==> config.mk <==
export PLATFORM = sky130hd
export DESIGN_NAME = inst_loader
export DESIGN_NICKNAME = d
export VERILOG_FILES = /design/src/rtl/inst_loader_pkg.sv /design/src/rtl/inst_loader_byte_assembler.sv /design/src/rtl/inst_loader.sv
export SDC_FILE = /design/constraint.sdc
export NUM_CORES = 1
export LEC_CHECK = 0
export BUFFER_PORTS_ARGS = -buffer_cell sky130_fd_sc_hd__buf_2
export CORE_UTILIZATION = 55
export CTS_CLUSTER_DIAMETER = 60
export DETAILED_ROUTE_END_ITERATION = 8
export GPL_ROUTABILITY_DRIVEN = 1
export HOLD_SLACK_MARGIN = 0.1
export PLACE_DENSITY = 0.86
export REMOVE_ABC_BUFFERS = 1
export SLEW_MARGIN = 20
export SYNTH_ARGS = -nofsm -noshare
export SYNTH_HDL_FRONTEND = slang
export SYNTH_SLANG_ARGS = --single-unit
==> constraint.sdc <==
create_clock -name i_clk -period 3.6 [get_ports i_clk]
set_clock_uncertainty 0.1 [all_clocks]
set_input_delay 0.18 -clock i_clk [delete_from_list [all_inputs] [get_ports i_clk]]
set_output_delay 0.18 -clock i_clk [all_outputs]
set_load 0.03 [all_outputs]
==> src/rtl/inst_loader_pkg.sv <==
// Shared definitions for the debugger/loader family: loader FSM encoding,
// completion codes and the default halt instruction.
package inst_loader_pkg;

    typedef enum logic [1:0] {
        ST_IDLE  = 2'd0,
        ST_RECV  = 2'd1,
        ST_WRITE = 2'd2,
        ST_DONE  = 2'd3
    } load_state_t;

    localparam logic [1:0] LOAD_OK  = 2'd0;
    localparam logic [1:0] LOAD_OVF = 2'd1;
    localparam logic [1:0] LOAD_TMO = 2'd2;

    localparam logic [31:0] HALT_INST_DEFAULT = 32'hFFFF_FFFF;

    // Width of a counter indexing n items; never below one bit.
    function automatic int unsigned idx_width(input int unsigned n);
        return (n > 1) ? $clog2(n) : 1;
    endfunction

endpackage

==> src/rtl/inst_loader_byte_assembler.sv <==
// Collects RX bytes little-endian into one instruction word; byte k lands in
// bits [k*UART_SZ +: UART_SZ] and the completed word is visible on the final pop.
module inst_loader_byte_assembler
    import inst_loader_pkg::*;
#(
    parameter int INST_SZ = 32,
    parameter int UART_SZ = 8,
    localparam int N_BYTES = INST_SZ / UART_SZ,
    localparam int IDX_W = idx_width(N_BYTES)
) (
    input  logic               i_clk,
    input  logic               i_reset,
    input  logic               i_clear,
    input  logic               i_push,
    input  logic [UART_SZ-1:0] i_byte,
    output logic [INST_SZ-1:0] o_word,
    output logic               o_word_complete,
    output logic [IDX_W-1:0]   o_byte_idx
);

    localparam logic [IDX_W-1:0] LAST_IDX = IDX_W'(N_BYTES - 1);

    logic [INST_SZ-1:0] shreg;
    logic [IDX_W-1:0]   byte_idx;

    // Merge the incoming byte combinationally so the owner can capture the
    // whole word on the same edge that pops its last byte.
    always_comb begin
        o_word = shreg;
        o_word[byte_idx*UART_SZ +: UART_SZ] = i_byte;
    end

    assign o_word_complete = i_push && (byte_idx == LAST_IDX);
    assign o_byte_idx      = byte_idx;

    always_ff @(posedge i_clk or negedge i_reset) begin
        if (!i_reset) begin
            shreg    <= '0;
            byte_idx <= '0;
        end else if (i_clear) begin
            shreg    <= '0;
            byte_idx <= '0;
        end else if (i_push) begin
            shreg    <= o_word;
            byte_idx <= o_word_complete ? '0 : byte_idx + 1'b1;
        end
    end

endmodule

==> src/rtl/inst_loader.sv <==
// Instruction loader: pops bytes from the debugger RX FIFO, assembles words and
// writes them to sequential instruction-memory addresses until halt/full/timeout.
module inst_loader
    import inst_loader_pkg::*;
#(
    parameter int INST_SZ = 32,
    parameter int UART_SZ = 8,
    parameter int ADDR_W  = 8,
    parameter logic [INST_SZ-1:0] HALT_INST = INST_SZ'(HALT_INST_DEFAULT),
    parameter int TIMEOUT = 1_000_000
) (
    input  logic                i_clk,
    input  logic                i_reset,
    input  logic                i_start,
    input  logic [UART_SZ-1:0]  i_rx_data,
    input  logic                i_rx_empty,
    output logic                o_rx_rd,
    output logic [INST_SZ-1:0]  o_instruction,
    output logic [ADDR_W-1:0]   o_addr,
    output logic                o_write,
    output logic                o_busy,
    output logic                o_done,
    output logic [1:0]          o_error,
    output logic [ADDR_W:0]     o_count,
    output logic [1:0]          o_state
);

    localparam int N_BYTES = INST_SZ / UART_SZ;
    localparam int IDX_W   = idx_width(N_BYTES);
    localparam int TMO_W   = $clog2(TIMEOUT) + 1;
    localparam logic [TMO_W-1:0] TMO_LAST = TMO_W'(TIMEOUT - 1);
    localparam logic [ADDR_W:0]  FULL     = {1'b1, {ADDR_W{1'b0}}};

    load_state_t        state, state_next;
    logic [TMO_W-1:0]   tmo_cnt;
    logic [INST_SZ-1:0] asm_word;
    logic               word_complete;
    logic [IDX_W-1:0]   byte_idx;
    logic               asm_clear;
    logic               tmo_hit;
    logic               is_halt;
    logic [ADDR_W:0]    count_next;

    // RX handshake: the FIFO head (i_rx_data) is valid whenever i_rx_empty=0;
    // o_rx_rd is our ready and a byte transfers on every edge where
    // o_rx_rd=1, which can only happen while the FIFO is non-empty.
    assign asm_clear = ((state == ST_IDLE) && i_start) || (state == ST_WRITE);

    inst_loader_byte_assembler #(
        .INST_SZ (INST_SZ),
        .UART_SZ (UART_SZ)
    ) u_asm (
        .i_clk           (i_clk),
        .i_reset         (i_reset),
        .i_clear         (asm_clear),
        .i_push          (o_rx_rd),
        .i_byte          (i_rx_data),
        .o_word          (asm_word),
        .o_word_complete (word_complete),
        .o_byte_idx      (byte_idx)
    );

    // Timeout only guards gaps inside a word; waiting for a word's first byte is unbounded.
    assign tmo_hit    = (state == ST_RECV) && i_rx_empty && (byte_idx != '0)
                        && (tmo_cnt == TMO_LAST);
    assign is_halt    = (o_instruction == HALT_INST);
    assign count_next = o_count + 1'b1;

    always_ff @(posedge i_clk or negedge i_reset) begin
        if (!i_reset) begin
            state <= ST_IDLE;
        end else begin
            state <= state_next;
        end
    end

    always_comb begin
        state_next = state;
        case (state)
            ST_IDLE: begin
                if (i_start) state_next = ST_RECV;
            end
            ST_RECV: begin
                if (word_complete) state_next = ST_WRITE;
                else if (tmo_hit)  state_next = ST_DONE;
            end
            ST_WRITE: begin
                if (is_halt || (count_next == FULL)) state_next = ST_DONE;
                else                                 state_next = ST_RECV;
            end
            ST_DONE: begin
                state_next = ST_IDLE;
            end
            default: state_next = ST_IDLE;
        endcase
    end

    always_comb begin
        o_busy  = (state != ST_IDLE);
        o_rx_rd = (state == ST_RECV) && !i_rx_empty;
        o_write = (state == ST_WRITE);
        o_done  = (state == ST_DONE);
        o_state = state;
    end

    always_ff @(posedge i_clk or negedge i_reset) begin
        if (!i_reset) begin
            o_instruction <= '0;
            o_addr        <= '0;
            o_count       <= '0;
            o_error       <= LOAD_OK;
            tmo_cnt       <= '0;
        end else begin
            case (state)
                ST_IDLE: begin
                    if (i_start) begin
                        o_addr  <= '0;
                        o_count <= '0;
                        o_error <= LOAD_OK;
                        tmo_cnt <= '0;
                    end
                end
                ST_RECV: begin
                    if (o_rx_rd) begin
                        tmo_cnt <= '0;
                        if (word_complete) o_instruction <= asm_word;
                    end else if (byte_idx != '0) begin
                        if (tmo_hit) o_error <= LOAD_TMO;
                        else         tmo_cnt <= tmo_cnt + 1'b1;
                    end
                end
                ST_WRITE: begin
                    o_count <= count_next;
                    o_addr  <= o_addr + 1'b1;
                    tmo_cnt <= '0;
                    // A halt wins even when it fills the last slot.
                    if (is_halt)                    o_error <= LOAD_OK;
                    else if (count_next == FULL)    o_error <= LOAD_OVF;
                end
                default: ;
            endcase
        end
    end

endmodule

# Yosys cells after proc, flatten, opt, wreduce, memory -nomap -nowiden
# Cells that the tools add are included.
op_classes:
  n_addsub: 5
  n_eq_ne: 15
  shift: 2
  muxes: 27
  reduce_logical: 20
op_table:
  columns: ["op", "count"]
  rows:
  - ["$mux W21", 4]
  - ["$mux W32", 2]
  - ["$pmux W21 S3", 1]
  - ["$neg A5 Y34", 1]
  - ["$shift A8 B34 Y32 const A", 1]
  - ["$shiftx A8 B34 Y32", 1]
  - ["$bwmux W32", 1]
  - ["$eq A32 B32 Y1 const B", 1]
  - ["$mux W2", 13]
  - ["$add A21 B1 Y21 const B", 1]
  - ["$eq A21 B20 Y1 const B", 1]
  - ["$pmux W9 S2", 1]
  - ["$pmux W8 S2", 1]
  - ["$add A9 B1 Y9 const B", 1]
  - ["$eq A9 B9 Y1 const B", 1]
  - ["$mux W9", 1]
  - ["$add A8 B1 Y8 const B", 1]
  - ["$mux W8", 1]
  - ["$pmux W2 S4", 1]
  - ["$reduce_bool A2 Y1", 4]
  - ["$eq A2 B2 Y1 const B", 3]
  - ["$logic_and A1 B1 Y1", 6]
  - ["$ne A2 B2 Y1 const B", 3]
  - ["$ne A3 B1 Y1 const B", 2]
  - ["13 further kinds", 16]
totals:
  regBits: 108
  inputBits: 12
  output_inout_bits: 57
  wordCells: 77

# Longest topological paths before layout
# Gate-level depths: netlist of run 1.
logic_depth:
  ltp_word: 8
  ltp_mapped: 9

# Cells and area by module
# A second synthesis of run 1 with hierarchy kept.
hier_totals:
  hier_cells: 533
  area_unflattened_um2: 5788.1
modules_own_cells:
  columns: ["mod", "instances", "cells_per_inst", "area_each_um2"]
  rows:
  - ["inst_loader", 1, 332, 3647.2]
  - ["inst_loader_byte_assembler", 1, 201, 2140.8]

# Least setup slack after synthesis of run 1
# No wires, ideal clock.
synth_timing:
  kind: "register -> register"
  startpoint: "reg u_asm.byte_idx[0] (netlist: u_asm.o_byte_idx[0])"
  endpoint: "reg tmo_cnt[17]"
  setup_time_ns: 0.078
  arrival_ns: 2.449
  required_ns: 3.422
  path_slack_ns: 0.973
  path_stages_with_launch: 9
  n_path_buf: 1
  period_less_slack_ns: 2.627
  path_cell_list: "dfrtp_1 clkbuf_1 inv_1 ha_1 a21o_1 a211o_4 or3_4 or4_1 a21oi_1"
synth_between:
  elab_chain_cells: 5
synth_rtl:
  columns: ["element", "line", "rtl"]
  rows:
  - ["start, declared", "inst_loader_byte_assembler.sv:24", "logic [IDX_W-1:0] byte_idx;"]
  - ["start signal, assigned", "inst_loader_byte_assembler.sv:45", "byte_idx <= o_word_complete ? '0 : byte_idx + 1'b1;"]
  - ["$reduce_bool A2 Y1 *", "inst_loader.sv:64, inst_loader.sv:127", null]
  - ["$logic_and A1 B1 Y1", "inst_loader.sv:64", "assign tmo_hit = (state == ST_RECV) && i_rx_empty && (byte_idx != '0)"]
  - ["$logic_and A1 B1 Y1", "inst_loader.sv:65", "&& (tmo_cnt == TMO_LAST);"]
  - ["$ne A3 B2 Y1 (no line)", null, null]
  - ["$reduce_and A4 Y1 (no line) *", null, null]
  - ["end signal, assigned", "inst_loader.sv:129", "else tmo_cnt <= tmo_cnt + 1'b1;"]
  - ["end, declared", "inst_loader.sv:35", "logic [TMO_W-1:0] tmo_cnt;"]
# Mark *: on every way between the ends. The rest lies on a longest branch, timed or not.
# A chain may end at the register's enable or synchronous reset.

# Final worst setup path of run 1
# Ends and elaborated chain as after synthesis.

==> results.json, run 1 <==
{
  "diodes": 0,
  "hold_path.class": "in2reg",
  "min_from": "i_rx_empty",
  "yosysTopAreaCell": "dfrtp_1",
  "cts_buffer_depth": 2,
  "numPortBuffers": 68,
  "p_switching_uw": 1810,
  "ioPinCount": 69,
  "period_share": 0.757,
  "worstSetupEndpointType": "register",
  "power.density_mw_per_mm2": 743,
  "synth_top_cell_area_share": 0.525,
  "dpl.hpwl_um": 8010,
  "post_cts_resized": 0,
  "synth.cells.most_frequent": "100 x dfrtp_1, 72 x nor2_1, 34 x nand2_1",
  "synth_cells": 480,
  "cts_max_level": 3,
  "combPwrFrac": 0.386,
  "top_layer_used": "met4",
  "area_delta_synth_final_pct": 14.6,
  "regToRegStartpoint": "u_asm.o_byte_idx[0]",
  "hold_viol": 0,
  "yosys.cell_count.top_type": "dfrtp_1",
  "worstPathMaxFanout": 9,
  "seqPwrFrac": 0.438,
  "clock_latency_ns": 0.38,
  "worst-path-stages": 7,
  "dr_wl_met3_um": 728,
  "cts_hold_buf": 10,
  "drive_gt1_frac": 0.186,
  "place_congestion": 0.894,
  "cp_top_family": "simple AND/OR/NAND/NOR gates",
  "synth_edf_count": 0,
  "fmax_mhz": 367,
  "cts_tree": "built",
  "switching_share": 0.446,
  "grt_pass1_wl_um": 19000,
  "drv_slew": 0,
  "cpMaxStageDelayCell": "dfrtp_1",
  "required_ns": 3.78,
  "worstSetupStartpoint": "u_asm.o_byte_idx[0]",
  "path_buf_inv": 1,
  "setup_tns_ns": 0,
  "worst_ep_arrival_time_ns": 2.91,
  "clock_power_share": 0.176,
  "die_w_um": 95.1,
  "grt-ovfl-total": 0,
  "p_int_uw": 2250,
  "setup_viol": 0,
  "drt_iter0_markers": 281,
  "wire_per_inst_um": 17.5,
  "die_area_mm2": 0.00905,
  "worst_r2r_endpoint": "tmo_cnt[17]",
  "async_flop_share": 1.00,
  "grt_max_degree": 47,
  "core-area_mm2": 0.00830,
  "cts.sinks": 100,
  "synth.area.top_cells": "dfrtp_1 52%, a22o_1 5.9%, nor2_1 5.7%, a221oi_1 4.4%, nand2_1 2.7%",
  "final_util": 0.659,
  "cpPeakStageDelay_ns": 0.52,
  "wl_um": 11500,
  "yosys_warnings": 0,
  "status": "complete, no violations",
  "syn_area_mm2": 0.00477,
  "cts_setup_buffers": 0,
  "path_cells": "inv_1 > ha_1 > a21o_1 > a211o_4 > or3_4 > or4_1 > a21oi_1",
  "vias_per_cell": 6.35,
  "root_buffer": "clkbuf_8",
  "vdd_drop_max_uv": 346,
  "p_leak_uw": 0.00254,
  "drv_cap": 0,
  "ys_ff_latch": 100,
  "synth-main-ff-cell": "dfrtp_1",
  "period_minus_slack_ns": 2.73,
  "drtPass1Iterations": 4,
  "fin_nets": 565,
  "path_clk_slew_ns": 0.09,
  "track_usage": 0.273,
  "rrSetupSlack_ns": 0.87,
  "drcViolationCount": 0,
  "start_util": 0.575,
  "r2r_cells": 7,
  "num_vias": 4156,
  "grt_pass1_vias": 3843,
  "ys_seq_area_frac": 0.525,
  "route.met2.wl_um": 5550,
  "wl_met1_um": 4880,
  "rsz0062_at_grt": "no",
  "worstSetupPathType": "reg2reg",
  "cts_buffers": 9,
  "std_cell_rows": 33,
  "critPathLaunchType": "register",
  "grt_antenna_before_repair": 0,
  "nFillCells": 648,
  "crit_end": "tmo_cnt[17]",
  "ant_nets": 0,
  "max-slew-margin-rel": 0.465,
  "synth_cell_types": 50,
  "postSynthAreaPerCell_um2": 9.94,
  "dieHeight_um": 95.1,
  "worstMarginPinSlew_ns": 0.800
}
## placed cells by master (no fill, tap or decap), types with 3 or more instances in the layout
| cell type | synthesis | routed |
|---|---|---|
| a21oi_1 | 16 | 16 |
| a221oi_1 | 24 | 24 |
| a22o_1 | 32 | 32 |
| and2_1 | 6 | 6 |
| and3_1 | 6 | 6 |
| buf_2 | 5 | 67 |
| buf_4 | 0 | 7 |
| clkbuf_8 | 0 | 9 |
| clkinv_1 | 3 | 3 |
| dfrtp_1 | 100 | 100 |
| dlygate4sd3_1 | 0 | 10 |
| ha_1 | 9 | 9 |
| inv_1 | 11 | 11 |
| inv_8 | 0 | 3 |
| nand2_1 | 34 | 34 |
| nand3_1 | 17 | 17 |
| nand4_1 | 19 | 19 |
| nor2_1 | 72 | 72 |
| nor3_1 | 8 | 8 |
| nor4_1 | 9 | 9 |
| o211ai_1 | 5 | 5 |
| o21ai_0 | 20 | 20 |
| o31ai_1 | 5 | 5 |
| or4_1 | 6 | 6 |
| xnor2_1 | 10 | 10 |
## cell type report
| cell class | instances | area [um2] | area share |
|---|---|---|---|
| well taps | 105 | 131 | 0.0240 |
| repair buffers | 84 | 488 | 0.0892 |
| flip-flops and latches | 100 | 2500 | 0.458 |
| clock inverters | 7 | 76.3 | 0.0140 |
| clock buffers | 9 | 124 | 0.0227 |
| inverters | 14 | 52.6 | 0.00961 |
| multi-input cells | 335 | 2090 | 0.383 |
## sequential cells by signal, summed over array words and instances, names as in the netlist
signal and cells:
u_asm.shreg 24, u_asm.o_byte_idx 2, o_addr 8, o_state 2, tmo_cnt 21, o_count 9, o_instruction 32, o_error 2
## worst min-delay path: stages
cell and delay (ns):
buf_2 0.11, or3b_2 0.16, a21oi_1 0.08, nor2_1 0.09
## worst min path at each step
stage | endpoint | cells after the start
3_5_place_dp | o_instruction[7] | 1
3_3_place_gp | u_asm.shreg[7] | 1
4_1_cts | u_asm.o_byte_idx[1] | 4
5_1_grt | u_asm.o_byte_idx[0] | 4
6_report | u_asm.o_byte_idx[0] | 4
2_1_floorplan | o_addr[0] | 0
## per-layer routing
metal,GRT usage,vias to the layer above
li1,-,1898
met1,0.384,2033
met2,0.414,189
met3,0.0510,36
met4,0.119,0
met5,0,-
## through the flow
| step | std cells | worst slack [ns] | hold slack, ns | area (um2) | power (uW) |
|---|---|---|---|---|---|
| detailed placement | 628 | 0.907 | 0.119 | 5170 | 3350 |
| CTS | 654 | 0.890 | 0.186 | 5470 | 4070 |
| global placement | 628 | 1.01 | 0.111 | 5170 | 3280 |
| global route | 654 | 0.752 | 0.221 | 5470 | 4310 |
| floorplan | 449 | 0.832 | -0.216 | 4650 | 2830 |
| finish | 654 | 0.875 | 0.188 | 5470 | 4060 |
## power groups by stage
stage / clock network [uW] / logic [uW] / registers (uW)
3_5_place_dp: 0 / 1560 / 1790
4_1_cts: 721 / 1570 / 1770
3_3_place_gp: 0 / 1510 / 1770
2_1_floorplan: 0 / 671 / 2160
5_1_grt: 766 / 1710 / 1830
6_report: 714 / 1570 / 1780
## cell families (layout without fill, tap and decap cells)
family	after synthesis	in the layout	synth area share
compound gates	117	117	0.183
buf+inv	45	114	0.0367
flops	100	100	0.525
fa+ha+maj	9	9	0.0236
simple gates	194	194	0.204
mux	3	3	0.00656
xor+xnor	12	12	0.0220
Note: power is estimated with default switching activity, not from simulation.
==> inputs of run 2 (changes only) <==
==> constraint.sdc (replaced) <==
create_clock -name i_clk -period 2.59 [get_ports i_clk]
set_clock_uncertainty 0.1 [all_clocks]
set_input_delay 0.1295 -clock i_clk [delete_from_list [all_inputs] [get_ports i_clk]]
set_output_delay 0.1295 -clock i_clk [all_outputs]
set_load 0.03 [all_outputs]
==> results.json, run 2 (synthesis gave the netlist of run 1 again) <==
{
  "grt-ovfl-total": 0,
  "period_minus_slack_ns": 2.48,
  "path_clk_slew_ns": 0.10,
  "setup_ws_ns": 0.107,
  "final_util": 0.668,
  "place_congestion": 0.826,
  "post-place-ws_ns": 0.138,
  "worst_r2r_endpoint": "tmo_cnt[19]",
  "grt_pass1_vias": 3764,
  "numPortBuffers": 68,
  "seq_area_mm2": 0.00250,
  "start_util": 0.575,
  "root_buffer": "clkbuf_8",
  "num_vias": 4138,
  "place_inst": 633,
  "worstPathMaxFanout": 7,
  "largest_reg_flops": 32,
  "clock_latency_ns": 0.37,
  "dieHeight_um": 95.1,
  "path_buf_inv": 1,
  "combPwrFrac": 0.397,
  "p_switching_uw": 2500,
  "min_from": "i_rx_empty",
  "diodes": 0,
  "cts_buffer_depth": 2,
  "switching_share": 0.438,
  "cp_top_family": "simple AND/OR/NAND/NOR gates",
  "die_area_mm2": 0.00905,
  "grt_antenna_before_repair": 0,
  "p_leak_uw": 0.00258,
  "worstSetupEndpointType": "register",
  "power.density_mw_per_mm2": 1030,
  "core-area_mm2": 0.00830,
  "final_cell_mix": "100 x dfrtp_1, 72 x nor2_1, 67 x buf_2",
  "required_ns": 2.77,
  "dpl.hpwl_um": 7820,
  "drv_cap": 0,
  "rrSetupSlack_ns": 0.11,
  "min_to": "u_asm.o_byte_idx[0]",
  "drive_gt1_frac": 0.201,
  "hold_path.class": "in2reg",
  "seqPwrFrac": 0.431,
  "nFillCells": 613,
  "worstSetupPathType": "reg2reg",
  "cts_tree": "built",
  "cpMaxStageDelayCell": "or3_4",
  "cpPeakStageDelay_ns": 0.42,
  "clock_power_share": 0.172,
  "regToRegStartpoint": "u_asm.o_byte_idx[1]",
  "vdd_drop_max_uv": 604,
  "area_delta_synth_final_pct": 16.2,
  "track_usage": 0.269,
  "ant_nets": 0,
  "fmax_mhz": 403,
  "layout_commonest_cell": "dfrtp_1",
  "wire_per_inst_um": 17.7,
  "path_cells": "inv_1 > ha_1 > a21o_1 > a211o_4 > or3_4 > or4_1 > a21oi_1",
  "regMostFlops": "o_instruction",
  "p_total_uw": 5710,
  "fin_nets": 573,
  "critPathLaunchType": "register",
  "wl_met1_um": 5000,
  "grt_max_degree": 53,
  "largestRegisters": "o_instruction x32, u_asm.shreg x24, tmo_cnt x21",
  "holdPathStages": 4,
  "drt_iter0_markers": 285,
  "r2r_cells": 7,
  "drtPass1Iterations": 5,
  "cts_buffers": 9,
  "grt_pass1_wl_um": 18700,
  "vias_per_cell": 6.25,
  "multi_input_comb_area_mm2": 0.00210,
  "hold_ws_ns": 0.134,
  "route.met2.wl_um": 5790,
  "cts.sinks": 100,
  "hold_viol": 0,
  "worstMarginPinSlew_ns": 0.698,
  "dr_wl_met3_um": 735,
  "period_share": 0.959,
  "worst_ep_arrival_time_ns": 2.66,
  "die_w_um": 95.1,
  "ioPinCount": 69,
  "wl_um": 11700,
  "status": "complete, no violations",
  "top_layer_used": "met4",
  "std_cell_rows": 33,
  "cts_max_level": 3,
  "p_int_uw": 3210,
  "drv_slew": 0,
  "max-slew-margin-rel": 0.535,
  "fin_cells": 662,
  "drcViolationCount": 0,
  "setup_viol": 0
}
[run 2: changes by cell type in the layout (fill, tap and decap cells not counted)]
cell / change
o31ai_2: +2
o31ai_1: -2
inv_8: -2
clkinvlp_4: +2
clkbuf_8: +2
buf_12: +1
clkinv_8: -1
clkinv_4: -1
buf_4: +7
[run 2: stage by stage]
| step | setup TNS (ns) | cell area [um2] |
|---|---|---|
| 5_1_grt | -0.0948 | 5550 |
| 6_report | 0 | 5550 |
| 2_1_floorplan | -2.17 | 4650 |
| 3_3_place_gp | 0 | 5220 |
| 3_5_place_dp | 0 | 5220 |
| 4_1_cts | 0 | 5510 |
[run 2: area by class of cell]
class                           count  share of cell area
Multi-Input combinational cell    335               0.379
Clock inverter                      5             0.00790
Timing Repair Buffer               92               0.101
Tap cell                          105              0.0237
Clock buffer                       11              0.0273
Sequential cell                   100               0.451
Inverter                           14             0.00948
[run 2: power by group through the flow]
stage | clock (uW) | sequential [uW] | combinational, uW
floorplan | 0 | 3000 | 933
global placement | 0 | 2440 | 2150
detailed placement | 0 | 2470 | 2220
CTS | 988 | 2450 | 2240
global route | 1040 | 2530 | 2460
finish | 981 | 2460 | 2270
[run 2: worst max path at each step]
stage,start,to,cells after the start
4_1_cts,u_asm.o_byte_idx[1],tmo_cnt[19],7
3_5_place_dp,u_asm.o_byte_idx[1],tmo_cnt[19],7
5_1_grt,u_asm.o_byte_idx[1],tmo_cnt[4],9
2_1_floorplan,o_state[0],o_instruction[24],5
3_3_place_gp,u_asm.o_byte_idx[1],tmo_cnt[17],7
6_report,u_asm.o_byte_idx[1],tmo_cnt[19],7
[run 2: metal layers]
layer | global-route usage | vias up
met4 | 0.107 | 0
met3 | 0.0351 | 21
li1 | - | 1904
met5 | 0 | -
met1 | 0.371 | 2041
met2 | 0.433 | 172
[run 2: what timing repair did]
item	CTS	global route
setup endpoints to repair	0	5
hold endpoints to repair	101	0
gates resized for setup	0	2
hold buffers	10	0
buffers inserted	0	3
[run 2: worst register-to-register path: stages, from the launching register on]
cell and delay, ns:
dfrtp_1 0.41, inv_1 0.10, ha_1 0.22, a21o_1 0.20, a211o_4 0.38, or3_4 0.43, or4_1 0.42, a21oi_1 0.15
==> inputs of run 3 (changes only) <==
--- a/config.mk
+++ b/config.mk
@@ -11,6 +11,7 @@
 export DETAILED_ROUTE_END_ITERATION = 8
 export GPL_ROUTABILITY_DRIVEN = 1
 export HOLD_SLACK_MARGIN = 0.1
+export MAX_ROUTING_LAYER = met4
 export PLACE_DENSITY = 0.86
 export REMOVE_ABC_BUFFERS = 1
 export SLEW_MARGIN = 20
==> results.json, run 3 (synthesis gave the netlist of run 1 again) <==
{
  "status": "complete, no violations",
  "grt_pass1_wl_um": 18300,
  "root_buffer": "clkbuf_8",
  "grt_antenna_before_repair": 0,
  "p_total_uw": 5710,
  "numPortBuffers": 68,
  "cpPeakStageDelay_ns": 0.42,
  "period_minus_slack_ns": 2.44,
  "worst_ep_arrival_time_ns": 2.63,
  "drcViolationCount": 0,
  "drive_gt1_frac": 0.196,
  "die_w_um": 95.1,
  "grt-ovfl-total": 0,
  "setup_viol": 0,
  "cpMaxStageDelayCell": "or3_4",
  "drv_cap": 0,
  "wl_um": 11400,
  "power.density_mw_per_mm2": 1030,
  "clock_latency_ns": 0.38,
  "worstSetupPathType": "reg2reg",
  "path_cells": "inv_1 > ha_1 > a21o_1 > a211o_4 > or3_4 > or4_1 > a21oi_1",
  "rsz0062_at_grt": "no",
  "critPathLaunchType": "register",
  "die_area_mm2": 0.00905,
  "hold_viol": 0,
  "largest_reg_flops": 32,
  "hold_ws_ns": 0.125,
  "fmax_mhz": 410,
  "largestRegisters": "o_instruction x32, u_asm.shreg x24, tmo_cnt x21",
  "max-slew-margin-rel": 0.547,
  "final_cell_mix": "100 x dfrtp_1, 72 x nor2_1, 67 x buf_2",
  "hold_path.class": "in2reg",
  "place_congestion": 0.848,
  "period_share": 0.942,
  "regMostFlops": "o_instruction",
  "vdd_drop_max_uv": 614,
  "setup_tns_ns": 0,
  "ant_nets": 0,
  "dieHeight_um": 95.1,
  "wire_per_inst_um": 17.2,
  "cts.sinks": 100,
  "post_cts_resized": 0,
  "required_ns": 2.78,
  "cts_max_level": 3,
  "final_util": 0.667,
  "area_delta_synth_final_pct": 16.1,
  "place_inst": 634,
  "vias_per_cell": 6.20,
  "core-area_mm2": 0.00830,
  "fin_cells": 661,
  "ioPinCount": 69,
  "p_leak_uw": 0.00258,
  "cts_buffers": 9,
  "drv_slew": 0,
  "grt_pass1_vias": 3812,
  "cts_tree": "built",
  "track_usage": 0.271,
  "grt_max_degree": 59,
  "layout_commonest_cell": "dfrtp_1",
  "drtPass1Iterations": 5,
  "num_vias": 4099,
  "path_clk_slew_ns": 0.10,
  "fin_nets": 572,
  "drt_iter0_markers": 246,
  "worstSetupEndpointType": "register",
  "worstMarginPinSlew_ns": 0.680,
  "std_cell_rows": 33,
  "worstPathMaxFanout": 7,
  "diodes": 0,
  "cts_buffer_depth": 2,
  "start_util": 0.575,
  "dpl.hpwl_um": 7670
}
-- run 3: layout make-up --
cell class / instances / area (um2)
Inverter: 14 / 52.6
Sequential cell: 100 / 2500
Clock buffer: 9 / 124
Multi-Input combinational cell: 335 / 2090
Tap cell: 105 / 131
Fill cell: 654 / 2760
Clock inverter: 7 / 80.1
Timing Repair Buffer: 91 / 553
-- run 3: final timing paths --
kind | from | endpoint | slack, ns | cells past startpoint
setup / recovery | u_asm.o_byte_idx[1] | tmo_cnt[19] | 0.15 | 7
hold / removal | i_rx_empty | u_asm.o_byte_idx[0] | 0.13 | 4
setup reg to reg | u_asm.o_byte_idx[1] | tmo_cnt[19] | 0.15 | 7
hold reg to reg | o_addr[7] | o_addr[7] | 0.40 | 1
max in group asynchronous | i_reset | o_count[6] | 1.53 | 3
min in group asynchronous | i_reset | o_instruction[3] | 0.17 | 2
-- run 3: stage by stage --
stage,area (um2),worst slack (ns)
detailed placement,5230,0.169
CTS,5530,0.131
global route,5540,0.00167
floorplan,4650,-0.178
global placement,5230,0.240
finish,5540,0.151
-- run 3: power by group --
part	switching (uW)	internal, uW	total, uW
sequential	414	2030	2440
combinational	1500	763	2260
clock	619	384	1000
total	2530	3170	5710
-- run 3: timing repair --
item / CTS / global route
hold buffers: 10 / 0
setup buffers: 0 / 1
hold endpoints to repair: 105 / 0
endpoints found under the setup margin: 0 / 2
-- run 3: critical path: cells and delay by family, from the launching register on --
| kind | cells | cell delay, ns |
|---|---|---|
| compound gates | 3 | 0.74 |
| flops | 1 | 0.39 |
| buf+inv | 1 | 0.09 |
| simple gates | 2 | 0.83 |
| fa+ha+maj | 1 | 0.20 |
-- run 3: routing by layer --
metal / global-route usage / share of wire / up-vias / wire, um
met3: 0.0367 / 0.057 / 18 / 649
met5: - / 0 / - / 0
met4: 0.0985 / 0.017 / 0 / 192
met2: 0.423 / 0.48 / 144 / 5520
met1: 0.363 / 0.44 / 2026 / 5020
li1: - / - / 1911 / -
